--- config.mk ---
export PLATFORM = sky130hd
export DESIGN_NAME = mem_arbiter
export DESIGN_NICKNAME = d
export VERILOG_FILES = /design/src/rtl/mem_arbiter_pkg.sv /design/src/rtl/mem_arbiter_rr_arb2.sv /design/src/rtl/mem_arbiter.sv
export SDC_FILE = /design/constraint.sdc
export NUM_CORES = 1
export LEC_CHECK = 0
export CORE_AREA = 2 2 236 238
export CTS_CLUSTER_DIAMETER = 40
export DETAILED_ROUTE_END_ITERATION = 7
export DIE_AREA = 0 0 238 240
export SLEW_MARGIN = 20
export SYNTH_ARGS = -nofsm -noshare
export SYNTH_HDL_FRONTEND = slang
export SYNTH_SLANG_ARGS = --single-unit
--- constraint.sdc ---
create_clock -name clk -period 2.15 [get_ports clk]
set_clock_uncertainty 0.1 [all_clocks]
set_input_delay 0.43 -clock clk [delete_from_list [all_inputs] [get_ports clk]]
set_output_delay 0.43 -clock clk [all_outputs]
set_load 0.1 [all_outputs]
--- src/rtl/mem_arbiter_pkg.sv ---
// rtl/mem_arbiter_pkg.sv - shared encodings for the data-memory arbiter
package mem_arbiter_pkg;

    // Sequencer states: grant in IDLE, drive MEM in ACCESS, hold response in RESP.
    typedef enum logic [1:0] {
        ARB_IDLE   = 2'd0,
        ARB_ACCESS = 2'd1,
        ARB_RESP   = 2'd2
    } arb_state_t;

    // MEM size codes, forwarded untouched to memControl.
    localparam logic [2:0] MEM_BYTE   = 3'd0;
    localparam logic [2:0] MEM_HALF   = 3'd1;
    localparam logic [2:0] MEM_WORD   = 3'd2;
    localparam logic [2:0] MEM_DWORD  = 3'd3;
    localparam logic [2:0] MEM_BYTE_U = 3'd4;
    localparam logic [2:0] MEM_HALF_U = 3'd5;
    localparam logic [2:0] MEM_WORD_U = 3'd6;

    // Requester identifiers as stored in the command register.
    localparam logic PORT_PIPE   = 1'b0;
    localparam logic PORT_LOADER = 1'b1;

    // One-hot mask for a single-bit port id.
    function automatic logic [1:0] port_onehot(input logic port);
        return (port == PORT_LOADER) ? 2'b10 : 2'b01;
    endfunction

endpackage

--- src/rtl/mem_arbiter_rr_arb2.sv ---
// rtl/mem_arbiter_rr_arb2.sv - combinational two-way round-robin picker
module rr_arb2
    import mem_arbiter_pkg::*;
(
    input  logic [1:0] req,
    input  logic       last_grant,
    input  logic       en,
    output logic [1:0] gnt
);

    // A lone requester wins; on a tie the port that was not granted last wins.
    always_comb begin
        gnt = 2'b00;
        if (en) begin
            if (req == 2'b11) begin
                gnt = (last_grant == PORT_LOADER) ? 2'b01 : 2'b10;
            end else begin
                gnt = req;
            end
        end
    end

endmodule

--- src/rtl/mem_arbiter.sv ---
// rtl/mem_arbiter.sv - two-port round-robin arbiter and sequencer for the shared data memory
module mem_arbiter
    import mem_arbiter_pkg::*;
#(
    parameter int WIDTH = 64
) (
    input  logic             clk,
    input  logic             rst,

    input  logic             r0_valid,
    output logic             r0_ready,
    input  logic [WIDTH-1:0] r0_addr,
    input  logic [WIDTH-1:0] r0_wdata,
    input  logic             r0_write,
    input  logic [2:0]       r0_ctrl,
    output logic             r0_rvalid,
    output logic [WIDTH-1:0] r0_rdata,
    input  logic             r0_rready,

    input  logic             r1_valid,
    output logic             r1_ready,
    input  logic [WIDTH-1:0] r1_addr,
    input  logic [WIDTH-1:0] r1_wdata,
    input  logic             r1_write,
    input  logic [2:0]       r1_ctrl,
    output logic             r1_rvalid,
    output logic [WIDTH-1:0] r1_rdata,
    input  logic             r1_rready,

    output logic [WIDTH-1:0] mem_addr,
    output logic [WIDTH-1:0] mem_wdata,
    output logic             mem_read,
    output logic             mem_write,
    output logic [2:0]       mem_ctrl,
    input  logic [WIDTH-1:0] mem_rdata
);

    arb_state_t       r_state;
    arb_state_t       w_next_state;

    logic             r_last_grant;
    logic [WIDTH-1:0] r_cmd_addr;
    logic [WIDTH-1:0] r_cmd_wdata;
    logic             r_cmd_write;
    logic [2:0]       r_cmd_ctrl;
    logic             r_cmd_port;
    logic [WIDTH-1:0] r_rdata;

    logic [1:0]       w_gnt;
    logic             w_arb_en;
    logic             w_grant;
    logic             w_winner;
    logic             w_access;
    logic [1:0]       w_rvalid;
    logic             w_resp_done;

    logic [WIDTH-1:0] w_sel_addr;
    logic [WIDTH-1:0] w_sel_wdata;
    logic             w_sel_write;
    logic [2:0]       w_sel_ctrl;

    // Grants are only offered while idle and out of reset.
    assign w_arb_en = (r_state == ARB_IDLE) && !rst;

    rr_arb2 u_rr_arb2 (
        .req        ({r1_valid, r0_valid}),
        .last_grant (r_last_grant),
        .en         (w_arb_en),
        .gnt        (w_gnt)
    );

    assign w_grant  = |w_gnt;
    assign w_winner = w_gnt[1];
    assign r0_ready = w_gnt[0];
    assign r1_ready = w_gnt[1];

    // Route the winning port's request fields toward the command register.
    always_comb begin
        w_sel_addr  = r0_addr;
        w_sel_wdata = r0_wdata;
        w_sel_write = r0_write;
        w_sel_ctrl  = r0_ctrl;
        if (w_winner) begin
            w_sel_addr  = r1_addr;
            w_sel_wdata = r1_wdata;
            w_sel_write = r1_write;
            w_sel_ctrl  = r1_ctrl;
        end
    end

    // Response valid goes only to the owner; reset masks it so a dropped response never shows.
    always_comb begin
        w_rvalid = 2'b00;
        if ((r_state == ARB_RESP) && !rst) begin
            w_rvalid = port_onehot(r_cmd_port);
        end
    end

    assign w_resp_done = |(w_rvalid & {r1_rready, r0_rready});

    assign r0_rvalid = w_rvalid[0];
    assign r1_rvalid = w_rvalid[1];
    assign r0_rdata  = w_rvalid[0] ? r_rdata : '0;
    assign r1_rdata  = w_rvalid[1] ? r_rdata : '0;

    // MEM strobes last exactly the ACCESS cycle; rst gating keeps an interrupted store from committing.
    assign w_access  = (r_state == ARB_ACCESS) && !rst;
    assign mem_read  = w_access && !r_cmd_write;
    assign mem_write = w_access && r_cmd_write;
    assign mem_addr  = r_cmd_addr;
    assign mem_wdata = r_cmd_wdata;
    assign mem_ctrl  = r_cmd_ctrl;

    // Next-state logic: grant -> one access cycle -> hold response until the owner takes it.
    always_comb begin
        w_next_state = r_state;
        case (r_state)
            ARB_IDLE: begin
                if (w_grant) begin
                    w_next_state = ARB_ACCESS;
                end
            end
            ARB_ACCESS: begin
                w_next_state = ARB_RESP;
            end
            ARB_RESP: begin
                if (w_resp_done) begin
                    w_next_state = ARB_IDLE;
                end
            end
            default: begin
                w_next_state = ARB_IDLE;
            end
        endcase
    end

    // State register, command capture on grant, and load data capture at the end of ACCESS.
    always_ff @(posedge clk) begin
        if (rst) begin
            r_state      <= ARB_IDLE;
            r_last_grant <= PORT_LOADER;
            r_cmd_addr   <= '0;
            r_cmd_wdata  <= '0;
            r_cmd_write  <= 1'b0;
            r_cmd_ctrl   <= '0;
            r_cmd_port   <= PORT_PIPE;
            r_rdata      <= '0;
        end else begin
            r_state <= w_next_state;
            if (w_grant) begin
                r_cmd_addr   <= w_sel_addr;
                r_cmd_wdata  <= w_sel_wdata;
                r_cmd_write  <= w_sel_write;
                r_cmd_ctrl   <= w_sel_ctrl;
                r_cmd_port   <= w_winner;
                r_last_grant <= w_winner;
            end
            if (r_state == ARB_ACCESS) begin
                r_rdata <= r_cmd_write ? '0 : mem_rdata;
            end
        end
    end

endmodule

== Yosys cells after proc, flatten, opt, wreduce, memory -nomap -nowiden ==
Index checks and enable logic that the tools add are counted.
Operators by class
  mux-type cells: 15
  bitwise operators: 1
  equal/unequal tests: 5
  reduce and logical (&&, ||, !) cells: 11
Operators with widths (count)
  $mux W64: 5
  $mux W2: 7
  $pmux W2 S3: 1
  $logic_and A1 B1 Y1: 5
  $eq A2 B2 Y1 const B: 2
  $ne A2 B2 Y1 const B: 2
  $reduce_or A2 Y1: 2
  $mux W3: 1
  $and A2 B2 Y2: 1
  $eq A2 B1 Y1 const B: 1
  $logic_not A1 Y1: 2
  $logic_not A2 Y1: 1
  $reduce_and A2 Y1: 1
  $mux W1: 1
Word-level totals
  bits in registers: 200
  word-level logic and storage cells: 40
  input bits: 334
  output and inout port bits: 265

== Depth between registers and ports, before layout ==
Gate-level depths: netlist of run 1.
  depth in word-level cells: 7
  gate-level depth with buffers: 8
  mapped depth without buffers: 4

== Cells and area by module ==
Synthesis of run 1 repeated with hierarchy kept, for this count alone.
Unflattened totals
  cell total of the unflattened synthesis: 1188
  area, all modules: 9927.0 um2
Modules (own cells, without submodules)
  mem_arbiter: cells each 1183, times used 1, sequential area each 4003.8 um2, area an instance 9905.8 um2
  rr_arb2: cells each 5, times used 1, sequential area each 0.0 um2, area an instance 21.3 um2

== Worst setup path before layout of run 1 ==
OpenSTA, ideal clock, no wires.
  path kind: input port to output port
  start point: input rst
  end point: output r1_ready
  data arrival time: 3.181 ns
  stages: 4
  required time: 1.620 ns
  buffers on the path: 2
  setup slack: -1.561 ns
  cell sequence: or3_1 > buf_2 > buf_2 > nor3_1
Between the ends
  word-level cells in the longest chain between the ends: 3
RTL lines
  start: declaration: line mem_arbiter.sv:8  | input logic rst,
  $logic_not A1 Y1: line mem_arbiter.sv:63  | assign w_arb_en = (r_state == ARB_IDLE) && !rst;
  $logic_and A1 B1 Y1: line mem_arbiter.sv:63
  $mux W2: line mem_arbiter_rr_arb2.sv:14  | if (en) begin
  end: declaration: line mem_arbiter.sv:21  | output logic r1_ready,
Every way passes these cells.

== Worst setup path in the final report of run 1 ==
  start point: register r_state[0]
  end point: output r0_rdata[36]
Between the ends
  word-level cells in the longest chain between the ends: 4
RTL lines
  start: declaration: line mem_arbiter.sv:38  | arb_state_t r_state;
  start signal: assignment: line mem_arbiter.sv:149  | r_state <= w_next_state;
  $eq A2 B2 Y1: line mem_arbiter.sv:94  | if ((r_state == ARB_RESP) && !rst) begin
  $logic_and A1 B1 Y1: line mem_arbiter.sv:94
  $mux W2: line mem_arbiter.sv:94
  $mux W64: line mem_arbiter.sv:103  | assign r0_rdata = w_rvalid[0] ? r_rdata : '0;
  end: declaration: line mem_arbiter.sv:17  | output logic [WIDTH-1:0] r0_rdata,
Every way passes these cells.

==> flow_metrics.env, run 1 <==
export IMPL_outcome="finished, violations left"
export IMPL_violations="setup timing"
export IMPL_grt_max_degree=65
export IMPL_ys_warnings_count=0
export IMPL_portBuffers=598
export IMPL_crit_required_ps=1620
export IMPL_antenna_left=0
export IMPL_core_area_um2=54700
export IMPL_synth_area_per_cell_um2=9.29
export IMPL_path_cells="nand2b_4 -> nor3_4 -> buf_12 -> clkbuf_16 -> and2_4 -> buf_12"
export IMPL_n_fill_cell=5353
export IMPL_vdd_drop_max_v=0.000612
export IMPL_finalCriticalPeriod_ps=2400
export IMPL_postCtsHoldBufs=0
export IMPL_cellPowerDensity_nw_per_um2=628
export IMPL_gr_total_overflow=0
export IMPL_cp_common_cell="buf_12"
export IMPL_finalSetupViolations=133
export IMPL_synthesis_area_um2=10400
export IMPL_fin_cells=2395
export IMPL_async_flop_share_pct=0
export IMPL_clk_pin_slew_worst_paths_ps=80
export IMPL_h_tree_depth=4
export IMPL_hpwl_mm=36.0
export IMPL_crit_path_max_fanout=8
export IMPL_synthDistinctLibCells=30
export IMPL_grt_pass1_vias=11700
export IMPL_maxSlewViolCount=0
export IMPL_slew_headroom_pct=50.7
export IMPL_drt_iter0_drc=755
export IMPL_cts_tree="built"
export IMPL_timing_final_crit_share_pct=111
export IMPL_numCtsBuffers=17
export IMPL_timing_fmax_ghz=0.417
export IMPL_min_path_type="input pin to flop"
export IMPL_grt_pass1_wl_mm=74.0
export IMPL_finalHoldViolCount=0
export IMPL_die_h_um=240
export IMPL_worst_setup_path_start_kind="flop"
export IMPL_clockBufferDepth=2
export IMPL_gp_congestion=0.845
export IMPL_final_cell_mix="331 x clkdlybuf4s50_1, 197 x dfxtp_1, 193 x buf_4"
export IMPL_routed_wl_mm=53.0
export IMPL_start_util_pct=19.0
export IMPL_cpMaxStageDelayCell="dfxtp_2"
export IMPL_arrival_ps=1870
export IMPL_dp_slack_ps=-88.2
export IMPL_worst_slew_pin_slew_ps=739
export IMPL_die_w_um=238
export IMPL_drive_above_1_share_pct=38.3
export IMPL_postLayoutCoreUtil_pct=36.9
export IMPL_layout_commonest_cell="clkdlybuf4s50_1"
export IMPL_dpl_cell_count=2331
export IMPL_synth_seq_cells=200
export IMPL_rsz0062_at_grt="yes"
export IMPL_p_leak_uw=0.00730
export IMPL_yosysSeqAreaShare_pct=38.5
export IMPL_grt_use_total_pct=16.9
export IMPL_drt_first_pass_iters=6
export IMPL_vias=12300
export IMPL_syn_to_final_growth_pct=94.2
export IMPL_clkLatencyLatePin_ps=490
export IMPL_ys_flop_type="dfxtp_1"
export IMPL_clock_sinks=200
export IMPL_endpoint_kind="output port"
export IMPL_wl_per_cell_um=22.1
export IMPL_ctsRootBufferMaster="clkbuf_16"
export IMPL_syn_inst=1118
export IMPL_synth_fp_nets=1452
export IMPL_num_rows=86
export IMPL_antenna_found_initial=3
export IMPL_via_per_inst=5.12
export IMPL_final_net_count=2011
export IMPL_drc=0
export IMPL_synth_edf_count=0
export IMPL_ioPinCount=599
export IMPL_cpPeakStageDelay_ps=330
export IMPL_fin_ws_ps=-246
export IMPL_path_class="flop to output port"
export IMPL_fp_dieArea_um2=57100
export IMPL_drv_cap=0
## sequential cells by signal, indices dropped and copies added, names as in the netlist
register and flops:
mem_ctrl 3, mem_wdata 64, r_last_grant 1, r_cmd_port 1, r_rdata 64, mem_addr 64, r_cmd_write 1, r_state 2
## worst paths after layout
kind         slack, ps  cells after the start                      from                        end
max               -250                      6   r_state[0]$_SDFFE_PP0P_               r0_rdata[36]
max reg2reg         90                      6   r_state[0]$_SDFFE_PP0P_  mem_addr[58]$_SDFFE_PP0P_
min reg2reg        400                      1  r_rdata[47]$_SDFFE_PP0N_   r_rdata[47]$_SDFFE_PP0N_
min                360                      3                       rst  mem_addr[20]$_SDFFE_PP0P_
## cells in the mapped netlist, drive strengths merged (2+ instances only)
master / n / area share (%)
a21oi: 132 / 6.4
a22o: 64 / 5.4
a311oi: 132 / 15
and2: 130 / 7.8
buf: 42 / 2.5
clkbuf: 132 / 4.8
dfxtp: 200 / 39
inv: 2 / 0.072
nand2b: 3 / 0.18
nand4: 132 / 7.9
nor2: 2 / 0.072
nor2b: 2 / 0.12
nor3: 3 / 0.19
o31ai: 132 / 10
## per-stage QoR
stage / area (µm²) / hold WS, ps / setup TNS (ps) / power (µW)
after global placement: 18700 / 365 / -3360 / 9190
after global routing: 20200 / 364 / -34380 / 13200
final: 20200 / 362 / -23920 / 12700
after floorplan: 10600 / 347 / -161 / 7470
after CTS: 19600 / 305 / -40240 / 12700
after detailed placement: 18700 / 365 / -4540 / 9240
## critical path, delay by kind of cell, from the launching register on
kind	cells	cell delay, ps
simple gates	3	480
flops	1	330
buf+inv	3	550
## what timing repair did
item / 4_1_cts / 5_1_grt
gates resized for setup: 41 / 120
cloned: 6 / 10
pin swaps: 10 / 26
setup buffers: 5 / 11
hold endpoints to repair: 0 / 0
endpoints found under the setup margin: 134 / 199
## final cells by class
type,count,area [µm²],share of cell area (%)
tap,704,881,4.37
clock inverter,15,145,0.719
clock buffer,17,425,2.11
antenna,1,2.50,0.0124
sequential,200,4010,19.9
timing repair buffer,714,8650,42.8
inverter,2,12.5,0.0620
multi-input combinational,742,6050,30.0
## where the power goes
part | total, µW | internal (µW) | switching (µW)
combinational | 5100 | 1740 | 3360
clock | 3290 | 1530 | 1760
sequential | 4280 | 4040 | 241
total | 12700 | 7320 | 5360
## kinds of logic after synthesis
| logic type | count (synthesis) | synth area share [%] |
|---|---|---|
| flops | 200 | 38.5 |
| compound gates | 464 | 37.4 |
| simple gates | 278 | 16.7 |
| buf+inv | 176 | 7.31 |
## layer usage
| layer | GRT usage [%] | vias to the layer above | routed length (µm) |
|---|---|---|---|
| met2 | 28.7 | 608 | 26200 |
| met4 | 6.14 | 2 | 1590 |
| li1 | - | 5573 | - |
| met3 | 4.37 | 89 | 3760 |
| met1 | 20.6 | 5984 | 21400 |
| met5 | 0 | - | 15 |
(Power assumes the default switching activity.)
==> run 2: changes to the inputs <==
CORE_AREA = 2 2 234 236   (was 2 2 236 238)
DIE_AREA = 0 0 236 238   (was 0 0 238 240)
SYNTH_HIERARCHICAL = 1   (was default)
==> flow_metrics.env, run 2 <==
export IMPL_yosysTopAreaCell="dfxtp_1"
export IMPL_crit_required_ps=1620
export IMPL_die_h_um=238
export IMPL_core_area_um2=53500
export IMPL_fin_ws_ps=-198
export IMPL_drv_cap=0
export IMPL_crit_path_max_fanout=8
export IMPL_power_share_clock_pct=28.4
export IMPL_ioPinCount=599
export IMPL_final_net_count=2141
export IMPL_grt_pass1_vias=10600
export IMPL_ys_warnings_count=6
export IMPL_gp_congestion=0.805
export IMPL_outcome="finished, violations left"
export IMPL_endpoint_kind="output port"
export IMPL_numCtsBuffers=17
export IMPL_maxSlewViolCount=0
export IMPL_wl_per_cell_um=17.6
export IMPL_postLayoutCoreUtil_pct=37.8
export IMPL_die_w_um=236
export IMPL_p_leak_uw=0.00777
export IMPL_vias=10800
export IMPL_h_tree_depth=4
export IMPL_design_area_um2=20200
export IMPL_antenna_found_initial=2
export IMPL_fin_setup_tns_ps=-19760
export IMPL_cp_common_cell="buf_12"
export IMPL_grt_pass1_wl_mm=61.7
export IMPL_placed_area_um2=18100
export IMPL_violations="setup timing"
export IMPL_layout_commonest_cell="clkdlybuf4s50_1"
export IMPL_cellPowerDensity_nw_per_um2=572
export IMPL_cpMaxStageDelayCell="dfxtp_4"
export IMPL_n_fill_cell=5224
export IMPL_slew_headroom_pct=63.8
export IMPL_synth_area_top_cells="dfxtp_1 40%, mux2i_1 13%, and3_1 7.9%"
export IMPL_drc=0
export IMPL_p_sw_share_pct=36.7
export IMPL_seq_power_share_pct=35.8
export IMPL_syn_inst=1188
export IMPL_path_cells="nor2b_4 -> buf_12 -> buf_16 -> and3_4 -> buf_12"
export IMPL_yosysSeqAreaShare_pct=40.3
export IMPL_vdd_drop_max_v=0.000557
export IMPL_finalCriticalPeriod_ps=2350
export IMPL_synthTopCellsByCount="200 x dfxtp_1, 198 x nand2_1, 133 x mux2i_1, 126 x and3_1, 124 x nor2b_1"
export IMPL_postCtsHoldBufs=0
export IMPL_drt_first_pass_iters=4
export IMPL_drt_iter0_drc=340
export IMPL_final_cell_mix="332 x clkdlybuf4s50_1, 196 x nand2_1, 196 x dfxtp_1"
export IMPL_p_comb_share_pct=35.7
export IMPL_clkLatencyLatePin_ps=480
export IMPL_async_flop_share_pct=0
export IMPL_syn_to_final_growth_pct=104
export IMPL_worst_slew_pin_slew_ps=544
export IMPL_yosysMostFrequentCell="dfxtp_1"
export IMPL_fp_dieArea_um2=56200
export IMPL_clockBufferDepth=2
export IMPL_synth_seq_cells=200
export IMPL_path_class="flop to output port"
export IMPL_synth_fp_nets=1522
export IMPL_p_int_uw=7330
export IMPL_grt_max_degree=100
export IMPL_antenna_left=0
export IMPL_synth_edf_count=0
export IMPL_ctsRootBufferMaster="clkbuf_16"
export IMPL_gr_total_overflow=0
export IMPL_via_per_inst=4.27
export IMPL_rsz0062_at_grt="yes"
export IMPL_timing_fmax_ghz=0.426
export IMPL_worst_setup_path_start_kind="flop"
export IMPL_p_sw_uw=4250
export IMPL_synth_area_per_cell_um2=8.36
export IMPL_cts_tree="built"
export IMPL_min_path_type="input pin to flop"
export IMPL_clk_pin_slew_worst_paths_ps=70
export IMPL_start_util_pct=18.6
export IMPL_synthesis_area_um2=9930
export IMPL_finalHoldViolCount=0
export IMPL_drive_above_1_share_pct=31.0
export IMPL_finalSetupViolations=141
export IMPL_grt_use_total_pct=14.2
export IMPL_hpwl_mm=31.2
export IMPL_portBuffers=598
export IMPL_synthDistinctLibCells=26
export IMPL_timing_hold_ws_ps=271
export IMPL_timing_final_crit_share_pct=109
export IMPL_arrival_ps=1820
export IMPL_ys_flop_type="dfxtp_1"
export IMPL_routed_wl_mm=44.2
export IMPL_num_rows=85
export IMPL_cpPeakStageDelay_ps=380
export IMPL_clock_sinks=200
export IMPL_dp_slack_ps=-196
export IMPL_synth_top_area_share_pct=40.3
-- run 2: worst paths after layout --
check                                         startpoint                          to  slack [ps]  cells past startpoint
worst max-delay path             r_state[1]$_SDFFE_PP0P_                r0_rdata[37]        -200                      5
worst max register to register   r_state[1]$_SDFFE_PP0P_  mem_wdata[53]$_SDFFE_PP0P_         -30                     11
worst min-delay path                                 rst     r_state[0]$_SDFFE_PP0P_         270                      4
worst min register to register  r_rdata[58]$_SDFFE_PP0N_    r_rdata[58]$_SDFFE_PP0N_         370                      2
-- run 2: power groups by stage --
stage | registers (µW) | clock network [µW] | logic (µW)
after global routing | 4180 | 3570 | 4360
after floorplan | 5560 | 0 | 1070
after detailed placement | 4220 | 0 | 3750
after CTS | 4140 | 3440 | 3900
after global placement | 4210 | 0 | 3720
final | 4150 | 3290 | 4140
-- run 2: timing repair --
| item | in CTS | in global routing |
|---|---|---|
| cloned | 5 | 25 |
| endpoints found under the setup margin | 242 | 198 |
| setup buffers | 14 | 9 |
| gates resized for setup | 87 | 95 |
| hold endpoints to repair | 0 | 0 |
| pin swaps | 16 | 7 |
-- run 2: worst max-delay path, delay by kind of cell, from the launching register on --
kind,cells,cell delay [ps]
buf+inv,3,500
simple gates,2,440
flops,1,380
-- run 2: cell families after synthesis --
logic type,share of synthesized area [%]
simple gates,29.5
compound gates,10.2
flops,40.3
mux,13.4
buf+inv,6.47
-- run 2: area by class of cell --
| class | count | area, µm² | share of cell area, % |
|---|---|---|---|
| Clock buffer | 21 | 460 | 2.28 |
| Antenna cell | 1 | 2.50 | 0.0124 |
| Clock inverter | 10 | 109 | 0.538 |
| Sequential cell | 200 | 4020 | 19.9 |
| Multi-Input combinational cell | 870 | 5940 | 29.3 |
| Tap cell | 696 | 871 | 4.31 |
| Timing Repair Buffer | 715 | 8820 | 43.6 |
| Inverter | 3 | 13.8 | 0.0680 |
-- run 2: per-stage QoR --
step	total power, µW	cells
after global routing	12100	2515
after CTS	11500	2482
after detailed placement	7970	2432
final	11600	2516
after floorplan	6630	1188
after global placement	7930	2432
-- run 2: routing by layer --
layer	share of wire (%)	wire length, µm	up-vias	GRT usage [%]
met2	50	22300	437	24.8
met3	7.6	3350	52	4.93
met1	40	17600	4989	16.2
li1	-	-	5273	-
met4	2.3	1000	2	4.71
met5	0.018	8	-	0
